## config.mk

```make
export PLATFORM = sky130hd
export DESIGN_NAME = button_debounce_pulse
export DESIGN_NICKNAME = d
export VERILOG_FILES = /design/src/rtl/button_pkg.sv /design/src/rtl/btn_debounce_ch.sv /design/src/rtl/button_debounce_pulse.sv
export SDC_FILE = /design/constraint.sdc
export NUM_CORES = 1
export LEC_CHECK = 0
export ABC_CLOCK_PERIOD_IN_PS = 2000
export BUFFER_PORTS_ARGS = -buffer_cell sky130_fd_sc_hd__buf_2
export CAP_MARGIN = 20
export CORE_MARGIN = 5
export CORE_UTILIZATION = 62
export CTS_BUF_LIST = sky130_fd_sc_hd__clkbuf_4
export CTS_CLUSTER_DIAMETER = 50
export CTS_CLUSTER_SIZE = 12
export DETAILED_ROUTE_END_ITERATION = 10
export PLACE_DENSITY = 0.81
export SYNTH_ARGS = -nofsm -noshare
export SYNTH_HDL_FRONTEND = slang
export SYNTH_SLANG_ARGS = --single-unit
```

## constraint.sdc

```tcl
create_clock -name i_clk -period 2 [get_ports i_clk]
set_input_delay 0.3 -clock i_clk [delete_from_list [all_inputs] [get_ports i_clk]]
set_output_delay 0.3 -clock i_clk [all_outputs]
set_load 0.005 [all_outputs]
```

## src/rtl/button_pkg.sv

```systemverilog
// Shared types and constants for the push-button debounce front end.
package button_pkg;

  typedef enum logic [1:0] {
    ST_IDLE         = 2'd0,
    ST_PRESS_WAIT   = 2'd1,
    ST_PRESSED      = 2'd2,
    ST_RELEASE_WAIT = 2'd3
  } btn_state_e;

  localparam int unsigned DEFAULT_DEBOUNCE_CYCLES = 1000000;

  // Width needed to hold 0..cycles; never collapses to a zero-width vector.
  function automatic int unsigned cnt_width(input int unsigned cycles);
    return (cycles < 1) ? 1 : $clog2(cycles + 1);
  endfunction

endpackage

```

## src/rtl/btn_debounce_ch.sv

```systemverilog
// One button channel: 2-FF synchroniser, stable-count filter FSM,
// single-cycle press strobe and registered debounced level.
module btn_debounce_ch
  import button_pkg::*;
#(
  parameter int unsigned DEBOUNCE_CYCLES = DEFAULT_DEBOUNCE_CYCLES
) (
  input  logic clk_i,
  input  logic reset_i,
  input  logic raw_i,
  output logic strobe_o,
  output logic level_o
);

  localparam int unsigned CW = cnt_width(DEBOUNCE_CYCLES);
  localparam logic [CW-1:0] CNT_LAST = CW'(DEBOUNCE_CYCLES - 1);

  logic [1:0]    sync_q;
  logic          s;
  btn_state_e    state_q, state_d;
  logic [CW-1:0] cnt_q, cnt_d;
  logic          level_q, level_d;

  assign s = sync_q[1];

  always_comb begin
    state_d  = state_q;
    cnt_d    = cnt_q;
    strobe_o = 1'b0;
    case (state_q)
      ST_IDLE: begin
        cnt_d = '0;
        if (s) state_d = ST_PRESS_WAIT;
      end
      ST_PRESS_WAIT: begin
        if (!s) begin
          state_d = ST_IDLE;
          cnt_d   = '0;
        end else if (cnt_q == CNT_LAST) begin
          state_d  = ST_PRESSED;
          cnt_d    = '0;
          strobe_o = 1'b1;
        end else begin
          cnt_d = cnt_q + CW'(1);
        end
      end
      ST_PRESSED: begin
        cnt_d = '0;
        if (!s) state_d = ST_RELEASE_WAIT;
      end
      ST_RELEASE_WAIT: begin
        // A bounce back to 1 returns to PRESSED without a new strobe.
        if (s) begin
          state_d = ST_PRESSED;
          cnt_d   = '0;
        end else if (cnt_q == CNT_LAST) begin
          state_d = ST_IDLE;
          cnt_d   = '0;
        end else begin
          cnt_d = cnt_q + CW'(1);
        end
      end
      default: begin
        state_d = ST_IDLE;
        cnt_d   = '0;
      end
    endcase
    level_d = (state_d == ST_PRESSED) || (state_d == ST_RELEASE_WAIT);
  end

  always_ff @(posedge clk_i) begin
    if (reset_i) begin
      sync_q  <= '0;
      state_q <= ST_IDLE;
      cnt_q   <= '0;
      level_q <= 1'b0;
    end else begin
      sync_q  <= {sync_q[0], raw_i};
      state_q <= state_d;
      cnt_q   <= cnt_d;
      level_q <= level_d;
    end
  end

  assign level_o = level_q;

endmodule

```

## src/rtl/button_debounce_pulse.sv

```systemverilog
// Debounced push-button front end: per-channel filters feeding a pending
// register and an optional lowest-index-first one-hot pulse arbiter.
module button_debounce_pulse
  import button_pkg::*;
#(
  parameter int unsigned NUM_BUTTONS     = 2,
  parameter int unsigned DEBOUNCE_CYCLES = DEFAULT_DEBOUNCE_CYCLES,
  parameter int unsigned ONE_HOT_PULSE   = 1
) (
  input  logic                   i_clk,
  input  logic                   i_reset,
  input  logic [NUM_BUTTONS-1:0] i_button_raw,
  output logic [NUM_BUTTONS-1:0] o_button_pulse,
  output logic [NUM_BUTTONS-1:0] o_button_level
);

  logic [NUM_BUTTONS-1:0] strobe;
  logic [NUM_BUTTONS-1:0] level;
  logic [NUM_BUTTONS-1:0] pending_q, pending_d;
  logic [NUM_BUTTONS-1:0] pulse_q, pulse_d;
  logic [NUM_BUTTONS-1:0] grant;

  for (genvar g = 0; g < NUM_BUTTONS; g++) begin : g_ch
    btn_debounce_ch #(
      .DEBOUNCE_CYCLES(DEBOUNCE_CYCLES)
    ) u_ch (
      .clk_i   (i_clk),
      .reset_i (i_reset),
      .raw_i   (i_button_raw[g]),
      .strobe_o(strobe[g]),
      .level_o (level[g])
    );
  end

  // Two's-complement trick isolates the lowest set pending bit.
  always_comb begin
    if (ONE_HOT_PULSE != 0) begin
      grant = pending_q & (~pending_q + NUM_BUTTONS'(1));
    end else begin
      grant = pending_q;
    end
    pending_d = (pending_q & ~grant) | strobe;
    pulse_d   = grant;
  end

  always_ff @(posedge i_clk) begin
    if (i_reset) begin
      pending_q <= '0;
      pulse_q   <= '0;
    end else begin
      pending_q <= pending_d;
      pulse_q   <= pulse_d;
    end
  end

  assign o_button_pulse = pulse_q;
  assign o_button_level = level;

endmodule

```

==> metrics, run 1 <==
final core occ=68.6%; crit-path most repeated cell=or4_1; Worst Reg-to-Reg Cells=4; Leakage=between 0.7 and 0.8 nW; met2 usage=between 20% and 30%; cts hold-fix bufs=0; Nets=282; post-layout min period=1.88 ns; largest stage delay on the critical path=0.55 ns; First-pass DRT Iterations=4; final antenna diode count=0; Final Slew Violations=0; detailed-route DRC error count=0; Crit Path Class=reg2reg; RePlAce Congestion=0.827; Tcrit/Tclk final=approximately 94%; first-pass GRT wire length=~7000 microns; DRT antenna net count=0; Hold Vio Cnt, Final=0; Via Count=1782; Slew @ Worst Pin=around 0.41 ns; Synthesized Nets=271; outcome=finished, final reports clean; flop2flop setup slack=between 0.1 and 0.15 ns; VDD IR max=0.397 mV; critical path capture point type=register; clock root buffer=clkbuf_4; Setup TNS=0 ns; row count=22; Distinct cells, synth=38; core area=between 3000 and 4000 sq um; Initial DRC Count=105; Crit Reg-Reg Startpoint=g_ch[1].u_ch.cnt_q[13]; die area=5110 sq um; Clock Skew=0.0229 ns; asr flop ratio synth=0%; unrepaired setup endpoints after global routing=false; Hold Path Sink=g_ch[0].u_ch.sync_q[0]; # Max-Cap Violations=0; H-tree depth=2; gr busiest metal=met2; Synth Area per Inst=8.84 sq um; pre-CTS setup slack=0.108 ns; chip width=71.5 microns; Inst Count DP=317; DPL Wire Length=2870 microns; share of the synthesized area in the top cell type=46.2%; Ports=8; Routed WL per cell=12.3 microns; total global-route track usage=16.6%; Via density=5.48; final cell count without fillers=325; final setup fails=0; Synth area leader=dfxtp_1; critical path peak fanout=4; flops & latches, synth=54; via count of the first global-routing pass=1619; Yosys Warn Count=0; DRT Wirelength=3990 microns; Startpoint Class=register; largest net degree at the start of global routing=21; Clock Tree Buf Depth=2; layout cells sized above 1=11.6%; clk_lat worst skew=roughly 0.38 ns; Worst Path Required=2.28 ns; DIE HEIGHT=71.5 microns; Clock Sinks=54; Reg clk slew, reported paths=approximately 0.17 ns; Rel. slew slack=72.4%; met3 Use GR=under 10%; total congestion overflow=0; met1 global-route usage=22.2%; PD cells=642 nW/um^2; initial antenna violation count=0; Post-Syn Instances=about 270; hold path start=i_button_raw[0]; Port Buffers=7; Synth top cells by count=54 x dfxtp_1, 39 x nor2_1, 22 x xnor2_1, 14 x a21oi_1, 13 x inv_1; Post-Syn Area=2340 sq um; CTS tree=done; slowest CP cell=or4_1; crit path DAT=2.16 ns; sequential-to-total area share from yosys stat=46.2%; final setup margin=0.120 ns; Hold Path Depth=2; HP Class=in2reg; top_reg_cell synth=dfxtp_1; Cell Chain, Critical Path=or4_1, or4_1, o21ai_0, a21oi_1; Post-synth EDFFs=0; P&R area growth vs syn=7.16%; R2R Path End=g_ch[1].u_ch.level_o; CTS Buf Count=5; Starting Density=64.0%; f_max=532 MHz; top cells by area, synth=dfxtp_1 46%, xnor2_1 8.2%, nor2_1 6.3%; count leader, synth=dfxtp_1
-- worst max-delay path by stage --
stage                     cells after the start                      to              startpoint  slack, ns
after floorplan                               5  g_ch[0].u_ch.cnt_q[18]   g_ch[0].u_ch.cnt_q[0]       0.23
after global placement                        5  g_ch[0].u_ch.cnt_q[18]   g_ch[0].u_ch.cnt_q[1]       0.18
after detailed placement                      5  g_ch[0].u_ch.cnt_q[18]   g_ch[0].u_ch.cnt_q[1]       0.11
after CTS                                     5  g_ch[0].u_ch.cnt_q[18]   g_ch[0].u_ch.cnt_q[1]       0.08
after global routing                          4  g_ch[0].u_ch.cnt_q[17]   g_ch[0].u_ch.cnt_q[7]       0.03
final                                         4    g_ch[1].u_ch.level_o  g_ch[1].u_ch.cnt_q[13]       0.12
-- routing by layer --
layer | vias to the layer above | routed length [microns]
li1 | 950 | -
met1 | 808 | 2010
met2 | 22 | 1840
met3 | 2 | 130
met4 | 0 | 8
met5 | - | 0
-- cell type report --
type	instances	area, sq um
Clock buffer	5	37.5
Clock inverter	3	26.3
Fill cell	288	1150
Inverter	13	48.8
Multi-Input combinational cell	187	1160
Sequential cell	54	1080
Tap cell	48	60.1
Timing Repair Buffer	15	95.1
-- flip-flops by register name (all words and copies together), names as in the netlist --
register,flops
g_ch.u_ch.cnt_q,40
g_ch.u_ch.level_o,2
g_ch.u_ch.state_q,4
g_ch.u_ch.sync_q,4
o_button_pulse,2
pending_q,2
-- cell usage in the layout, fill, tap and decap left out, types with 2 or more instances in the layout --
cell type,netlist,final
dfxtp_1,54,53
nand4_1,12,12
nand4_2,2,2
or4_1,9,9
clkbuf_4,0,5
nor4b_1,3,3
xnor2_1,22,22
xor2_1,7,7
nor4_1,7,7
nand3_1,10,10
nor3_1,7,7
and4_1,3,3
nand3_2,2,2
buf_4,2,8
inv_1,13,13
nand2b_1,2,2
inv_6,0,2
o31ai_1,3,3
buf_2,1,7
nor2b_1,6,6
a21oi_1,14,14
or3_1,7,7
nand2_1,12,12
o21ai_0,6,6
nor2_1,39,39
nor3b_1,2,2
-- stage by stage --
step | power (mW) | cell area (sq um) | hold WS [ns]
after floorplan | 1.12 | 2340 | 0.372
after global placement | 1.12 | 2440 | 0.428
after detailed placement | 1.12 | 2440 | 0.428
after CTS | 1.63 | 2500 | 0.0968
after global routing | 1.68 | 2510 | 0.0988
final | 1.61 | 2510 | 0.113
-- critical path, delay by kind of cell, from the launching register on --
family | cells | cell delay [ns]
AOI/OAI and AO/OA | 2 | 0.31
and+or+nand+nor | 2 | 1.10
DFF | 1 | 0.37
-- kinds of logic (layout without fill, tap and decap cells) --
group | count (synthesis) | in the layout | synth area share (%)
fa+ha+maj | 2 | 2 | 1.07
simple gates | 128 | 128 | 30.2
xor+xnor | 29 | 29 | 10.8
compound gates | 28 | 28 | 7.05
flops | 54 | 54 | 46.2
buf+inv | 24 | 36 | 4.70
-- what timing repair did --
item / 4_1_cts / 5_1_grt
resized for setup: 0 / 3
setup buffers: 0 / 0
setup endpoints to repair: 0 / 10
-- power by group --
part | internal (mW) | switching, mW
sequential | 1.08 | 0.00270
clock | 0.150 | 0.363
combinational | 0.00713 | 0.00795
(Power assumes the default switching activity.)
==> run 2, diff against run 1 <==
--- a/config.mk
+++ b/config.mk
@@ -5,6 +5,7 @@
 export SDC_FILE = /design/constraint.sdc
 export NUM_CORES = 1
 export LEC_CHECK = 0
+export ABC_AREA = 1
 export ABC_CLOCK_PERIOD_IN_PS = 2000
 export BUFFER_PORTS_ARGS = -buffer_cell sky130_fd_sc_hd__buf_2
 export CAP_MARGIN = 20
@@ -14,7 +15,8 @@
 export CTS_CLUSTER_DIAMETER = 50
 export CTS_CLUSTER_SIZE = 12
 export DETAILED_ROUTE_END_ITERATION = 10
-export PLACE_DENSITY = 0.81
+export PLACE_DENSITY = 0.8
 export SYNTH_ARGS = -nofsm -noshare
 export SYNTH_HDL_FRONTEND = slang
+export SYNTH_HIERARCHICAL = 1
 export SYNTH_SLANG_ARGS = --single-unit
==> run 2 against run 1 <==
  * Fmax grew 15%
  * Hold slack gained 0.0041 ns
  * Sequential power shrank 4%
  * Via count grew 39%
  * Worst setup slack gained 0.24 ns
  * Register-to-register slack gained 0.24 ns
  * First-iteration DRC count grew 9.5%
  * Clock power grew 65%
  * Design area grew 17%
  * Critical endpoint is now g_ch[1].u_ch/cnt_q[16]
==> metrics, run 2 <==
First-pass DRT Iterations=4 (unchanged); Biggest register=g_ch.u_ch/cnt_q; first-pass GRT wire length=9470 microns (+36%); flop2flop setup slack=0.36 ns (+0.24 ns); most common cell after layout, fill and taps aside=nand2_1; unrepaired setup endpoints after global routing=false; Synth Area per Inst=6.36 sq um (-28%); sequential-to-total area share from yosys stat=38.2% (-7.9 points); Clock Skew=0.0178 ns (-0.00508 ns); Nets=446 (+58%); Cell Chain, Critical Path=ha_1, nand2_1, nor2_2, nand2_2, nor2_4, nand2_2, inv_1, nand2_1, nand2_1, nor2_1; P&R area growth vs syn=7.53%; Via Count=2478 (+39%); Starting Density=63.4% (-0.55 points); total congestion overflow=0 (unchanged); Worst Path Required=2.28 ns (about the same); number of flip-flops in the largest register=40 (unchanged); Hold Path Depth=3 (+1); DRT antenna net count=0 (unchanged); commonest non-fill, non-tap cells in the layout=113 x nand2_1, 101 x nor2_1, 68 x inv_1; H-tree depth=2 (unchanged); layout cells sized above 1=10.2% (-1.3 points); Hold Vio Cnt, Final=0 (unchanged); chip width=76.3 microns (+6.7%); DPL Wire Length=4100 microns (+43%); Buf/Inv on CP=1 (+1); HP Class=in2reg; Tcrit/Tclk final=82.0% (-12 points); final cell count without fillers=493 (+52%); CTS Buf Count=5 (unchanged); Routed WL per cell=11.0 microns (-10%); VDD IR max=0.711 mV (+79%); crit-path most repeated cell=nand2_1; # Max-Cap Violations=0 (unchanged); Inst Count DP=485 (+53%); share of the synthesized area in the top cell type=38.2% (-7.9 points); largest stage delay on the critical path=0.44 ns (-0.11 ns); flops & latches, synth=52 (-3.7%); Leakage=1.10 nW (+47%); cts hold-fix bufs=0 (unchanged); DIE HEIGHT=76.3 microns (+6.7%); Post-Syn Area=2720 sq um (+16%); Final Slew Violations=0 (unchanged); top_reg_cell synth=dfxtp_1; post_cts resized=0 (unchanged); Rel. slew slack=73.2% (+0.79 points); count leader, synth=nand2_1; CP delay by family, top=simple AND/OR/NAND/NOR gates; Via density=5.03 (-8.3%); Crit Path Class=reg2reg; core area=4290 sq um (+17%); PD cells=651 nW/um^2 (+1.4%); Startpoint Class=register; total global-route track usage=19.4% (+2.8 points); largest net degree at the start of global routing=17 (-19%); initial antenna violation count=0 (unchanged); Yosys Warn Count=6 (+6); final setup fails=0 (unchanged); outcome=finished, final reports clean; critical path capture point type=register; post-layout min period=1.64 ns (-0.240 ns); Stages on worst setup path=10 (+6); final antenna diode count=0 (unchanged); crit path DAT=1.92 ns (-0.24 ns); Setup TNS=0 ns (unchanged); Synth top cells by count=113 x nand2_1, 101 x nor2_1, 68 x inv_1, 52 x dfxtp_1, 18 x nand4_1; Initial DRC Count=115 (+9.5%); die area=5820 sq um (+14%); Reg clk slew, reported paths=0.16 ns (about the same); row count=24 (+9.1%); detailed-route DRC error count=0 (unchanged); Clock Sinks=52 (-3.7%); biggest regs=g_ch.u_ch/cnt_q (40), g_ch.u_ch/state_q (4), g_ch.u_ch/sync_q (4); DRT Wirelength=5440 microns (+36%); asr flop ratio synth=0% (unchanged); CTS tree=done; RePlAce Congestion=0.889 (+7.5%); Synthesized Nets=434 (+60%); Distinct cells, synth=19 (-50%); Slew @ Worst Pin=0.399 ns (-0.0117 ns); Synth area leader=dfxtp_1; clk_lat worst skew=0.37 ns (about the same); Post-synth EDFFs=0 (unchanged); top cells by area, synth=dfxtp_1 38%, nand2_1 16%, nor2_1 14%; slowest CP cell=dfxtp_1; Post-Syn Instances=428 (+62%); f_max=610 MHz (+15%); Port Buffers=7 (unchanged); Clock Tree Buf Depth=2 (unchanged); # Post-CTS Setup Buffers=0 (unchanged); Worst Reg-to-Reg Cells=10 (+6); critical path peak fanout=5 (+1); via count of the first global-routing pass=2288 (+41%); clock root buffer=clkbuf_4; Ports=8 (unchanged)
==> run 2: cell types whose count changed in the layout (fill, tap and decap cells not counted), moves of 8 or more <==
cell	before	now
nor2_1	39	101
or4_1	9	0
buf_4	8	0
xnor2_1	22	2
inv_1	13	68
a21oi_1	14	4
nor2_2	0	12
nand2_1	12	113
==> run 2: power breakdown <==
| part | internal, mW | switching [mW] | leakage, nW |
|---|---|---|---|
| logic | 0.00632 | 0.0106 | 0.614 |
| registers | 1.04 | 0.00294 | 0.420 |
| clock network | 0.515 | 0.332 | 0.0654 |
==> run 2: final cells by class <==
class / count / area, sq um
multi-input cells: 303 / 1390
clock inverters: 3 / 90.1
flip-flops and latches: 52 / 1040
fillers: 393 / 1370
clock buffers: 5 / 37.5
well taps: 52 / 65.1
inverters: 71 / 272
repair buffers: 7 / 35.0
==> run 2: worst reg2reg max path, stage by stage (launching register included) <==
cell     delay, ns
dfxtp_1       0.44
ha_1          0.25
nand2_1       0.14
nor2_2        0.16
nand2_2       0.09
nor2_4        0.16
nand2_2       0.09
inv_1         0.09
nand2_1       0.05
nand2_1       0.07
nor2_1        0.04
==> run 2: routing by layer <==
metal  part of all wire, %  up-vias  global-route usage, %
met5                     0        -                      0
met4                   1.7        0                   7.17
met3                   2.1        9                   3.90
met2                    54       25                   36.8
met1                    43     1112                   20.8
li1                      -     1332                      -
==> run 2: metrics by stage <==
| step | utilization [%] | setup WS (ns) | power, mW | instance area [sq um] | hold WS (ns) |
|---|---|---|---|---|---|
| 2_1_floorplan | - | 0.585 | 1.08 | 2720 | 0.371 |
| 3_3_place_gp | 65.2 | 0.427 | 1.08 | 2800 | 0.389 |
| 3_5_place_dp | 65.2 | 0.400 | 1.08 | 2800 | 0.397 |
| 4_1_cts | 68.2 | 0.385 | 1.93 | 2930 | 0.0972 |
| 5_1_grt | 68.2 | 0.203 | 1.98 | 2930 | 0.100 |
| 6_report | 68.2 | 0.360 | 1.91 | 2930 | 0.117 |
==> run 2: cells by family (layout without fill, tap and decap cells) <==
logic type / after synthesis / count (layout) / share of synthesized area [%]
XOR/XNOR: 8 / 8 / 2.57
buffers and inverters: 73 / 86 / 10.8
flip-flops: 52 / 52 / 38.2
AO/OA/AOI/OAI: 14 / 14 / 2.57
AND/OR/NAND/NOR: 279 / 279 / 44.9
adder cells (fa/ha/maj): 2 / 2 / 0.919
==> run 2: path summary, 6_finish.rpt <==
path,start,endpoint
worst max-delay path,g_ch[1].u_ch/cnt_q[0],g_ch[1].u_ch/cnt_q[16]
worst min-delay path,i_button_raw[0],g_ch[0].u_ch/sync_q[0]
worst max register to register,g_ch[1].u_ch/cnt_q[0],g_ch[1].u_ch/cnt_q[16]
worst min register to register,g_ch[1].u_ch/sync_q[0],g_ch[1].u_ch/sync_q[1]
==> run 3, diff against run 2 <==
--- a/config.mk
+++ b/config.mk
@@ -6,7 +6,7 @@
 export NUM_CORES = 1
 export LEC_CHECK = 0
 export ABC_AREA = 1
-export ABC_CLOCK_PERIOD_IN_PS = 2000
+export ABC_CLOCK_PERIOD_IN_PS = 1600
 export BUFFER_PORTS_ARGS = -buffer_cell sky130_fd_sc_hd__buf_2
 export CAP_MARGIN = 20
 export CORE_MARGIN = 5
==> constraint.sdc (replaced) <==
create_clock -name i_clk -period 1.6 [get_ports i_clk]
set_input_delay 0.24 -clock i_clk [delete_from_list [all_inputs] [get_ports i_clk]]
set_output_delay 0.24 -clock i_clk [all_outputs]
set_load 0.005 [all_outputs]
==> run 3 against run 2 <==
  * Clock-buffer cell count unchanged
  * Global-route usage decreased by 0.064 points
  * Sequential share of layout area about the same
  * Critical path depth decreased by 2
  * Fmax increased by 8.0%
  * Clock skew decreased by 0.0066 ns
==> metrics, run 3 (synthesized netlist as in run 2, its figures left out) <==
Setup TNS=0 ns (unchanged); Cell Chain, Critical Path=ha_2, nand2_2, nor2_2, nand2_2, nor2_4, buf_4, xor2_1, nor2_1; P&R area growth vs syn=8.04%; Crit Path Class=reg2reg; final antenna diode count=0 (unchanged); most common cell after layout, fill and taps aside=nand2_1; final setup fails=0 (unchanged); flop2flop setup slack=0.08 ns (-0.28 ns); sequential power share=63.4% (+8.7 points); biggest regs=g_ch.u_ch/cnt_q (40), g_ch.u_ch/state_q (4), g_ch.u_ch/sync_q (4); Leakage=1.10 nW (+0.46%); Routed WL per cell=10.9 microns (-0.93%); post-layout min period=1.52 ns (-0.122 ns); Placed Area=2820 sq um (+0.80%); DRT antenna net count=0 (unchanged); gr busiest metal=met2; Ports=8 (unchanged); clock root buffer=clkbuf_4; Via density=5.00 (-0.44%); Starting Density=63.4% (unchanged); total congestion overflow=0 (unchanged); H-tree depth=2 (unchanged); Rel. slew slack=70.5% (-2.7 points); f_max=659 MHz (+8.0%); clk_lat worst skew=0.36 ns (about the same); largest net degree at the start of global routing=17 (unchanged); row count=24 (unchanged); number of flip-flops in the largest register=40 (unchanged); Clock Tree Buf Depth=2 (unchanged); core area=4290 sq um (unchanged); DIE HEIGHT=76.3 microns (unchanged); Initial DRC Count=118 (+2.6%); Crit Reg-Reg Startpoint=g_ch[1].u_ch/cnt_q[1]; layout cells sized above 1=12.8% (+2.5 points); Hold Vio Cnt, Final=0 (unchanged); Via Count=2497 (+0.77%); met3 Use GR=4.02% (+0.12 points); initial antenna violation count=0 (unchanged); Net Switching=0.421 mW (+22%); detailed-route DRC error count=0 (unchanged); CTS tree=done; outcome=finished, final reports clean; final hold slack=0.0667 ns (-0.0501 ns); R2R Path End=g_ch[1].u_ch/cnt_q[10]; Worst Reg-to-Reg Cells=8 (-2); total global-route track usage=19.3% (-0.064 points); first-pass GRT wire length=9520 microns (+0.59%); Port Buffers=7 (unchanged); Net Sw Frac=20.5% (+2.4 points); Reg clk slew, reported paths=0.14 ns (-0.02 ns); Tcrit/Tclk final=94.9% (+13 points); RePlAce Congestion=0.918 (+3.2%); crit path DAT=1.78 ns (-0.14 ns); Buf/Inv on CP=1 (unchanged); Nets=452 (+1.3%); VDD IR max=0.555 mV (-22%); DRT Wirelength=5450 microns (+0.28%); Startpoint Class=register; hold path start=i_button_raw[1]; met1 global-route usage=21.1% (+0.32 points); crit-path most repeated cell=nand2_2; CP delay by family, top=simple AND/OR/NAND/NOR gates; slowest CP cell=dfxtp_2; CTS Buf Count=5 (unchanged); Int Pwr=1.64 mW (+4.7%); PD cells=699 nW/um^2 (+7.3%); fin area=2940 sq um (+0.47%); commonest non-fill, non-tap cells in the layout=112 x nand2_1, 101 x nor2_1, 68 x inv_1; Final Slew Violations=0 (unchanged); via count of the first global-routing pass=2331 (+1.9%); Logic pwr share=1.1% (+0.2 points); met2 usage=35.8% (-1.0 points); die area=5820 sq um (unchanged); Biggest register=g_ch.u_ch/cnt_q; Worst Path Required=1.87 ns (-0.41 ns); Hold Path Sink=g_ch[1].u_ch/sync_q[0]; Slew @ Worst Pin=0.439 ns (+0.0397 ns); clock share of power=35.5% (-8.9 points); # Max-Cap Violations=0 (unchanged); chip width=76.3 microns (unchanged); HP Class=in2reg; DPL Wire Length=4230 microns (+3.2%); largest stage delay on the critical path=0.37 ns (-0.07 ns); critical path capture point type=register; Clock Sinks=52 (unchanged); critical path peak fanout=4 (-1); final core occ=68.5% (+0.32 points); Final Total Pwr=2.06 mW (+7.8%); First-pass DRT Iterations=5 (+1); Clock Skew=0.0112 ns (-0.00660 ns); Hold Path Depth=3 (unchanged)
## run 3: cell types whose count changed in the layout (fill, tap and decap cells not counted)
cell        previous run  this run
nor2_2                12        11
clkinv_2               0         1
nor2_4                 4         5
buf_4                  0         6
dfxtp_1               52        49
dfxtp_2                0         3
bufinv_16              3         1
nand2_2                6         7
nand2_1              113       112
clkinvlp_4             0         1
ha_2                   0         2
ha_1                   2         0
## run 3: timing repair
action / 4_1_cts / 5_1_grt
buffers inserted: 0 / 3
hold buffers: 0 / 0
resized for setup: 0 / 7
setup endpoints to repair: 0 / 14
## run 3: final cells by class
type / instances / area [sq um]
clock buffer: 5 / 37.5
clock inverter: 3 / 42.5
fill: 400 / 1350
inverter: 71 / 272
multi-input combinational: 303 / 1400
sequential: 52 / 1040
tap: 52 / 65.1
timing repair buffer: 13 / 80.1
## run 3: worst min-delay path, stage by stage
cell and delay (ns):
buf_2 0.09, inv_1 0.04, nor2_1 0.03
## run 3: power by group through the flow
stage | sequential, mW | combinational [mW] | clock (mW)
6_report | 1.30 | 0.0217 | 0.731
5_1_grt | 1.31 | 0.0249 | 0.823
4_1_cts | 1.31 | 0.0219 | 0.755
3_5_place_dp | 1.33 | 0.0219 | 0
3_3_place_gp | 1.33 | 0.0211 | 0
2_1_floorplan | 1.33 | 0.0131 | 0
## run 3: metal layers
layer	wire length, microns	up-vias
met3	189	12
li1	-	1333
met4	118	0
met5	0	-
met1	2300	1095
met2	2840	57
## run 3: how the worst max path moves through the flow
stage | startpoint | to | cells after the start
2_1_floorplan | g_ch[0].u_ch/cnt_q[0] | g_ch[0].u_ch/cnt_q[0] | 9
3_3_place_gp | g_ch[1].u_ch/cnt_q[1] | g_ch[1].u_ch/cnt_q[16] | 10
3_5_place_dp | g_ch[1].u_ch/cnt_q[1] | g_ch[1].u_ch/cnt_q[14] | 10
4_1_cts | g_ch[1].u_ch/cnt_q[1] | g_ch[1].u_ch/cnt_q[14] | 10
5_1_grt | g_ch[0].u_ch/cnt_q[1] | g_ch[0].u_ch/cnt_q[16] | 10
6_report | g_ch[1].u_ch/cnt_q[1] | g_ch[1].u_ch/cnt_q[10] | 8
## run 3: metrics by stage
stage | setup slack (ns) | instances
after floorplan | 0.185 | 428
after global placement | 0.0741 | 488
after detailed placement | 0.0729 | 488
after CTS | 0.0511 | 496
after global routing | -0.0346 | 499
final | 0.0816 | 499
